File: src/rtl/ocp_pkg.sv
`default_nettype none
// ============================================================================
//  Module      : ocp_pkg
//  Description : Shared OCP protocol encodings: master commands, slave
//                response codes and burst-sequence codes.
//  Revision    : 1.0  - initial release
// ============================================================================
package ocp_pkg;

    // MCmd encodings
    typedef enum logic [2:0] {
        CMD_IDLE = 3'd0,
        CMD_WR   = 3'd1,
        CMD_RD   = 3'd2,
        CMD_RDEX = 3'd3,
        CMD_RDL  = 3'd4,
        CMD_WRNP = 3'd5,
        CMD_WRC  = 3'd6,
        CMD_BCST = 3'd7
    } ocp_cmd_e;

    // SResp encodings (RESP_FL is the OCP "request failed" code)
    typedef enum logic [1:0] {
        RESP_NULL = 2'd0,
        RESP_DVA  = 2'd1,
        RESP_FL   = 2'd2,
        RESP_ERR  = 2'd3
    } ocp_resp_e;

    // MBurstSeq encodings
    typedef enum logic [2:0] {
        SEQ_INCR  = 3'd0,
        SEQ_DFLT1 = 3'd1,
        SEQ_WRAP  = 3'd2,
        SEQ_DFLT2 = 3'd3,
        SEQ_XOR   = 3'd4,
        SEQ_STRM  = 3'd5,
        SEQ_UNKN  = 3'd6,
        SEQ_BLCK  = 3'd7
    } ocp_seq_e;

endpackage : ocp_pkg
`default_nettype wire

File: src/rtl/ocp_slave_mem_array.sv
`default_nettype none
// ============================================================================
//  Module      : ocp_slave_mem_array
//  Description : Word-addressed storage for ocp_slave_mem. One synchronous
//                write port with per-byte enables, one combinational read
//                port. Contents are never reset.
//  Ports       : clk      - write clock
//                i_we     - write enable
//                i_waddr  - write word address
//                i_wdata  - write data
//                i_wbe    - per-byte write enables
//                i_raddr  - read word address
//                o_rdata  - read data (combinational)
//  Revision    : 1.0  - initial release
// ============================================================================
module ocp_slave_mem_array #(
    parameter int DATA_WIDTH = 32,
    parameter int ADDR_WIDTH = 5
) (
    input  logic                    clk,
    input  logic                    i_we,
    input  logic [ADDR_WIDTH-1:0]   i_waddr,
    input  logic [DATA_WIDTH-1:0]   i_wdata,
    input  logic [DATA_WIDTH/8-1:0] i_wbe,
    input  logic [ADDR_WIDTH-1:0]   i_raddr,
    output logic [DATA_WIDTH-1:0]   o_rdata
);

    localparam int c_DEPTH = 2 ** ADDR_WIDTH;
    localparam int c_BYTES = DATA_WIDTH / 8;

    logic [DATA_WIDTH-1:0] r_mem [0:c_DEPTH-1];

    always_ff @(posedge clk) begin
        if (i_we) begin
            for (int b = 0; b < c_BYTES; b++) begin
                if (i_wbe[b]) begin
                    r_mem[i_waddr][b*8 +: 8] <= i_wdata[b*8 +: 8];
                end
            end
        end
    end

    assign o_rdata = r_mem[i_raddr];

endmodule : ocp_slave_mem_array
`default_nettype wire

File: src/rtl/ocp_slave_mem.sv
`default_nettype none
// ============================================================================
//  Module      : ocp_slave_mem
//  Description : OCP slave wrapping a small word memory. Supports INCR
//                bursts of WR (posted), WRNP (non-posted, single response)
//                and RD. Every other command or burst sequence is answered
//                with a single ERR beat and leaves memory untouched.
//  Ports       : clk, rst              - clock, async active-high reset
//                m_addr/m_burst_*      - request address and burst shape
//                m_cmd/m_tagid         - request command and tag
//                m_data*               - write data channel
//                m_resp_accept         - master response handshake
//                m_byteen, m_req_info,
//                m_data_tagid          - accepted but unused
//                s_cmd_accept          - request accepted (IDLE only)
//                s_data_accept         - write beat accepted (WDATA only)
//                s_resp/s_resp_last/
//                s_data/s_tagid        - response channel
//  Revision    : 1.0  - initial release
// ============================================================================
module ocp_slave_mem
    import ocp_pkg::*;
#(
    parameter int TAGI_WIDTH = 5,
    parameter int INFO_WIDTH = 4,
    parameter int BLEN_WIDTH = 4,
    parameter int DATA_WIDTH = 32,
    parameter int ADDR_WIDTH = 5
) (
    input  logic                    clk,
    input  logic                    rst,
    input  logic [ADDR_WIDTH-1:0]   m_addr,
    input  logic [BLEN_WIDTH-1:0]   m_burst_length,
    input  logic [2:0]              m_burst_seq,
    input  logic [DATA_WIDTH/8-1:0] m_byteen,
    input  logic [2:0]              m_cmd,
    input  logic [DATA_WIDTH-1:0]   m_data,
    input  logic [DATA_WIDTH/8-1:0] m_data_byteen,
    input  logic                    m_data_last,
    input  logic [TAGI_WIDTH-1:0]   m_data_tagid,
    input  logic                    m_data_valid,
    input  logic [INFO_WIDTH-1:0]   m_req_info,
    input  logic                    m_resp_accept,
    input  logic [TAGI_WIDTH-1:0]   m_tagid,
    output logic                    s_cmd_accept,
    output logic [DATA_WIDTH-1:0]   s_data,
    output logic                    s_data_accept,
    output logic [1:0]              s_resp,
    output logic                    s_resp_last,
    output logic [TAGI_WIDTH-1:0]   s_tagid
);

    typedef enum logic [1:0] {
        ST_IDLE  = 2'd0,
        ST_WDATA = 2'd1,
        ST_RESP  = 2'd2
    } state_e;

    // ------------------------------------------------------------------
    // Registered state
    // ------------------------------------------------------------------
    state_e                r_state;
    logic                  r_ready;      // low until the first edge after reset
    logic [ADDR_WIDTH-1:0] r_addr;
    logic [BLEN_WIDTH-1:0] r_last_beat;  // effective length minus one
    logic [BLEN_WIDTH-1:0] r_beat;
    logic [TAGI_WIDTH-1:0] r_tag;
    logic [2:0]            r_cmd;
    // In WDATA: sticky m_data_last mismatch. In RESP: response is ERR.
    logic                  r_err;

    // ------------------------------------------------------------------
    // Next-state values
    // ------------------------------------------------------------------
    state_e                w_state_nxt;
    logic [ADDR_WIDTH-1:0] w_addr_nxt;
    logic [BLEN_WIDTH-1:0] w_last_beat_nxt;
    logic [BLEN_WIDTH-1:0] w_beat_nxt;
    logic [TAGI_WIDTH-1:0] w_tag_nxt;
    logic [2:0]            w_cmd_nxt;
    logic                  w_err_nxt;

    logic                  w_mem_we;
    logic [ADDR_WIDTH-1:0] w_beat_addr;
    logic [DATA_WIDTH-1:0] w_rd_data;
    logic                  w_is_last_beat;
    logic                  w_last_err;
    logic                  w_resp_last;
    logic                  w_rd_resp;

    // Beat address wraps naturally through the ADDR_WIDTH-bit sum.
    assign w_beat_addr    = r_addr + ADDR_WIDTH'(r_beat);
    assign w_is_last_beat = (r_beat == r_last_beat);
    assign w_last_err     = r_err | (m_data_last != w_is_last_beat);

    // Only a DVA read carries a multi-beat response; ERR and WRNP
    // responses are always a single beat.
    assign w_rd_resp   = (r_cmd == CMD_RD) && !r_err;
    assign w_resp_last = w_rd_resp ? w_is_last_beat : 1'b1;

    always_ff @(posedge clk or posedge rst) begin
        if (rst) begin
            r_state     <= ST_IDLE;
            r_ready     <= 1'b0;
            r_addr      <= '0;
            r_last_beat <= '0;
            r_beat      <= '0;
            r_tag       <= '0;
            r_cmd       <= CMD_IDLE;
            r_err       <= 1'b0;
        end else begin
            r_state     <= w_state_nxt;
            r_ready     <= 1'b1;
            r_addr      <= w_addr_nxt;
            r_last_beat <= w_last_beat_nxt;
            r_beat      <= w_beat_nxt;
            r_tag       <= w_tag_nxt;
            r_cmd       <= w_cmd_nxt;
            r_err       <= w_err_nxt;
        end
    end

    always_comb begin
        w_state_nxt     = r_state;
        w_addr_nxt      = r_addr;
        w_last_beat_nxt = r_last_beat;
        w_beat_nxt      = r_beat;
        w_tag_nxt       = r_tag;
        w_cmd_nxt       = r_cmd;
        w_err_nxt       = r_err;
        w_mem_we        = 1'b0;

        case (r_state)
            ST_IDLE: begin
                if (r_ready && (m_cmd != CMD_IDLE)) begin
                    w_addr_nxt      = m_addr;
                    w_last_beat_nxt = (m_burst_length == '0) ? '0
                                    : m_burst_length - BLEN_WIDTH'(1);
                    w_beat_nxt      = '0;
                    w_tag_nxt       = m_tagid;
                    w_cmd_nxt       = m_cmd;
                    w_err_nxt       = 1'b0;
                    if (((m_cmd == CMD_WR) || (m_cmd == CMD_WRNP)) &&
                        (m_burst_seq == SEQ_INCR)) begin
                        w_state_nxt = ST_WDATA;
                    end else if ((m_cmd == CMD_RD) && (m_burst_seq == SEQ_INCR)) begin
                        w_state_nxt = ST_RESP;
                    end else begin
                        w_state_nxt = ST_RESP;
                        w_err_nxt   = 1'b1;
                    end
                end
            end

            ST_WDATA: begin
                if (m_data_valid) begin
                    w_mem_we = 1'b1;
                    if (w_is_last_beat) begin
                        w_beat_nxt = '0;
                        if (r_cmd == CMD_WRNP) begin
                            w_state_nxt = ST_RESP;
                            w_err_nxt   = w_last_err;
                        end else begin
                            w_state_nxt = ST_IDLE;
                            w_err_nxt   = 1'b0;
                        end
                    end else begin
                        w_beat_nxt = r_beat + BLEN_WIDTH'(1);
                        w_err_nxt  = w_last_err;
                    end
                end
            end

            ST_RESP: begin
                if (m_resp_accept) begin
                    if (w_resp_last) begin
                        w_state_nxt = ST_IDLE;
                        w_beat_nxt  = '0;
                    end else begin
                        w_beat_nxt  = r_beat + BLEN_WIDTH'(1);
                    end
                end
            end

            default: begin
                w_state_nxt = ST_IDLE;
            end
        endcase
    end

    // ------------------------------------------------------------------
    // Outputs: pure decodes of registered state
    // ------------------------------------------------------------------
    assign s_cmd_accept  = r_ready && (r_state == ST_IDLE);
    assign s_data_accept = (r_state == ST_WDATA);
    assign s_resp        = (r_state != ST_RESP) ? RESP_NULL
                         : (r_err ? RESP_ERR : RESP_DVA);
    assign s_resp_last   = (r_state == ST_RESP) && w_resp_last;
    assign s_data        = ((r_state == ST_RESP) && w_rd_resp) ? w_rd_data : '0;
    assign s_tagid       = r_tag;

    ocp_slave_mem_array #(
        .DATA_WIDTH (DATA_WIDTH),
        .ADDR_WIDTH (ADDR_WIDTH)
    ) u_array (
        .clk     (clk),
        .i_we    (w_mem_we),
        .i_waddr (w_beat_addr),
        .i_wdata (m_data),
        .i_wbe   (m_data_byteen),
        .i_raddr (w_beat_addr),
        .o_rdata (w_rd_data)
    );

    // Request byte enables, request info and write-data tags carry no
    // meaning for this slave.
    logic w_unused_inputs;
    assign w_unused_inputs = ^{m_byteen, m_req_info, m_data_tagid};

endmodule : ocp_slave_mem
`default_nettype wire

File: config.mk
export PLATFORM = sky130hd
export DESIGN_NAME = ocp_slave_mem
export DESIGN_NICKNAME = d
export VERILOG_FILES = /design/src/rtl/ocp_pkg.sv /design/src/rtl/ocp_slave_mem_array.sv /design/src/rtl/ocp_slave_mem.sv
export SDC_FILE = /design/constraint.sdc
export NUM_CORES = 1
export LEC_CHECK = 0
export BUFFER_PORTS_ARGS = -buffer_cell sky130_fd_sc_hd__buf_4
export CAP_MARGIN = 20
export CORE_ASPECT_RATIO = 0.6
export CORE_MARGIN = 2
export CORE_UTILIZATION = 67
export DETAILED_ROUTE_END_ITERATION = 10
export PLACE_DENSITY = 0.95
export SLEW_MARGIN = 40
export SYNTH_ARGS = -nofsm -noshare
export SYNTH_HDL_FRONTEND = slang
export SYNTH_SLANG_ARGS = --single-unit
File: constraint.sdc
create_clock -name clk -period 6.57 [get_ports clk]
set_clock_uncertainty 0.2 [all_clocks]
set_input_delay 1.971 -clock clk [delete_from_list [all_inputs] [get_ports clk]]
set_output_delay 1.971 -clock clk [all_outputs]
set_load 0.05 [all_outputs]
==> metrics.cfg <==
[die]
core-area_sq_mm=0.06113
i_o_pin_cnt=116
die-area_sq_mm=0.06408
die_width_um=325.5
fp.dieH_um=196.9
initial_core_util_pct=67.96
rows=70

[synth]
synth.area.mux_share_pct=15.92
prevailing_post_synth_register_cell=sky130_fd_sc_hd__edfxtp_1
synthAdderAreaFrac_pct=0.3192
synthXorXnorAreaFrac_pct=0.1265
synth_sequential_area_ratio_pct=75.52
synth_area_sq_mm=0.04154
compound_cell_area_share_of_the_yosys_netlist_pct=2.623
syn_nets=2111
yosys.area.top_type_share_pct=74.02
asyncSetResetFlopFracSynth_pct=2.383
synth_simple_gate_area_share_pct=3.801
synth_top_family_by_area=multiplexers
synthCells=2027
yosys_warnings=0
ys_seq_elements=1049
ys_top_cells_by_area=sky130_fd_sc_hd__edfxtp_1 (74%), sky130_fd_sc_hd__mux4_2 (15%), sky130_fd_sc_hd__dfrtp_1 (1.5%), sky130_fd_sc_hd__nor2_1 (1.4%), sky130_fd_sc_hd__nand2_1 (1.2%)
post-synth-top-area-cell=sky130_fd_sc_hd__edfxtp_1
postSynthAreaPerCell_sq_um=20.50
synth-edff-count=1024
synthDistinctLibCells=58

[routing]
totalWireLength_mm=115.3
initialDrtViolationCount=4324
post_drt_via_cell_ratio=7.576
wl_per_cell_um=37.38
drtPass1Iterations=6
via_count=23370
ant_nets=0
drt_drc_violations_left=0

[cts]
clkTransAtPathRegs_ns=0.07
post_cts_hold_buffer_count=0
worst_skew_pair.late_latency_ns=0.66
max_root_sink_buffers=3
library_cell_used_as_clock_root_buffer=sky130_fd_sc_hd__clkbuf_16
tritoncts.num_buffers=86
tritoncts_num_sinks=1049
h-tree-depth=3
clock_tree_from_tritoncts=yes

[critical_path]
worst_setup_path_start_kind=flop
path_cells=ha_4 -> fa_4 -> and3_1 -> nor3_2 -> buf_8 -> nor2_1 -> buf_4 -> a31oi_1 -> o211a_1 -> buf_4
critPathSlowestCell=sky130_fd_sc_hd__fa_4
worst-path-max-fanout=21
timing.setup.critical_path_class=reg -> out
required_time_of_the_critical_path_ns=4.40
end_kind=output pin
cp_common_cell=sky130_fd_sc_hd__buf_4
kind_of_cell_adding_the_most_delay_to_the_critical_path=buffers and inverters
cp_num_buf_inv=3
arrival_ns=4.50
critPathMaxStageDelay_ns=0.60

[global_routing]
grt_antenna_before_repair=13
grt_use_met1_pct=49.23
maximum_number_of_pins_on_one_net_before_global_route_repair=44
groute.layer.met3.usage_pct=11.37
grt_first_pass_wirelength_mm=162.4
gr-usage-all-layers_pct=36.22
busiest_layer=met2
grt-ovfl-total=0
first_global_vias=23180
met2_usage_grt_pct=56.43

[finish]
mostFrequentLayoutCells=sky130_fd_sc_hd__edfxtp_1 (1024), sky130_fd_sc_hd__mux4_2 (268), sky130_fd_sc_hd__buf_4 (158)
share_of_cells_above_drive_strength_1_pct=32.27
post_layout_utilization_of_the_core_pct=76.46
finish.net_count=2264
synthToLayoutAreaGrowth_pct=12.50
mostFrequentLayoutCell=sky130_fd_sc_hd__edfxtp_1

[sta]
finalWorstPathRequiredPeriod_ns=6.676
setup_tns_ns=-0.1522
report.final.setup_viol=2
relSlewSlack_pct=36.76
period_share_pct=101.6
total_count_of_hold_check_failures_in_the_final_report=0
worst_slew_pin_slew_ns=0.9451
highest_clock_frequency_the_design_can_meet_ghz=0.1498
setup_slack_ns=-0.1058
unrepaired_setup_endpoints_after_global_routing=yes
drv_slew=0

[outcome]
violations_in_the_final_reports=setup timing
status=complete, but fails checks

[power]
cellPowerDensity_mw_per_mm2=404.3
peakVddDrop_mv=0.3135
fin_total_pwr_mw=18.90
static-leakage-power_nw=14.93

[placed_design]
dp.final_hpwl_mm=66.48
gp_routability_congestion=0.8886
portBuffers=102
dp_worst_setup_slack_ns=0.4543

[min_path]
min_path_type=reg -> reg

[job]
max_cap_violations=0

-- what timing repair did --
action,in CTS,in global routing
pin swaps,2,2
gates resized for setup,16,22
buffers inserted,6,0
endpoints found under the setup margin,29,20
gates cloned,1,0
-- where the power goes --
group	internal, mW	switching, mW
clock network	2.77	2.39
registers	7.39	0.0601
logic	2.60	3.69
-- sequential cells by signal, summed over array words and instances, names as in the netlist --
signal / cells
r_ready: 1
r_beat: 4
r_addr: 5
r_last_beat: 4
r_state: 2
u_array.r_mem: 1024
r_err: 1
r_cmd: 3
s_tagid: 5
-- synthesized netlist by cell type, types with 3 or more instances --
cell and n:
sky130_fd_sc_hd__a31oi_1 10, sky130_fd_sc_hd__a2111oi_0 4, sky130_fd_sc_hd__a211oi_1 20, sky130_fd_sc_hd__nand3_1 16, sky130_fd_sc_hd__and2_1 22, sky130_fd_sc_hd__buf_1 9
sky130_fd_sc_hd__xnor2_1 5, sky130_fd_sc_hd__a21o_1 3, sky130_fd_sc_hd__mux4_2 268, sky130_fd_sc_hd__inv_1 8, sky130_fd_sc_hd__buf_2 48, sky130_fd_sc_hd__a21boi_0 3
sky130_fd_sc_hd__buf_6 9, sky130_fd_sc_hd__a311oi_1 10, sky130_fd_sc_hd__o2bb2ai_1 12, sky130_fd_sc_hd__mux2_2 21, sky130_fd_sc_hd__o211a_1 11, sky130_fd_sc_hd__nand2b_1 13
sky130_fd_sc_hd__a22o_1 4, sky130_fd_sc_hd__nor3_1 15, sky130_fd_sc_hd__mux2i_1 34, sky130_fd_sc_hd__a21oi_1 7, sky130_fd_sc_hd__ha_1 9, sky130_fd_sc_hd__a2111oi_2 4
sky130_fd_sc_hd__nand2_1 137, sky130_fd_sc_hd__edfxtp_1 1024, sky130_fd_sc_hd__nor2_1 151, sky130_fd_sc_hd__o21ai_0 31, sky130_fd_sc_hd__buf_4 23, sky130_fd_sc_hd__o31ai_1 3
sky130_fd_sc_hd__clkbuf_1 26, sky130_fd_sc_hd__a2111oi_1 11, sky130_fd_sc_hd__dfrtp_1 25
-- cells by family after synthesis --
group | count (synthesis)
other | 1
muxes | 323
and+or+nand+nor | 370
AOI/OAI and AO/OA | 143
buffers and inverters | 125
adders and majority gates | 10
xor gates and xnor gates | 6
DFF | 1049
-- final cells by class --
| class | instances | area, sq um |
|---|---|---|
| Multi-Input combinational cell | 853 | 9938 |
| Clock buffer | 112 | 2311 |
| Timing Repair Buffer | 181 | 1615 |
| Fill cell | 2985 | 14390 |
| Inverter | 9 | 33.78 |
| Clock inverter | 43 | 404.1 |
| Sequential cell | 1049 | 31380 |
| Tap cell | 828 | 1036 |
| Antenna cell | 10 | 25.02 |
-- stage by stage --
stage / hold WS, ns / area [sq um] / cells
floorplan: 0.2694 / 41540 / 2027
global placement: 0.2911 / 43430 / 2910
detailed placement: 0.2963 / 43480 / 2912
CTS: 0.3220 / 46380 / 3074
global route: 0.3402 / 46710 / 3075
finish: 0.3218 / 46740 / 3085
-- per-layer routing --
layer | part of all wire, % | vias up
li1 | - | 8625
met1 | 32 | 11690
met2 | 47 | 2506
met3 | 15 | 547
met4 | 5.6 | 6
met5 | 0.050 | -
-- final timing paths --
check	start	to	slack (ns)	depth (start not counted)
min in group asynchronous	rst	r_last_beat[2]	1.16	2
max reg2reg	r_beat[0]	u_array.r_mem[23][21]	1.38	10
min	s_tagid[4]	s_tagid[4]	0.32	1
max	r_beat[0]	s_data[1]	-0.11	10
min reg2reg	s_tagid[4]	s_tagid[4]	0.32	1
max in group asynchronous	rst	r_beat[0]	4.62	2
Power figures use the tool's default switching activity.
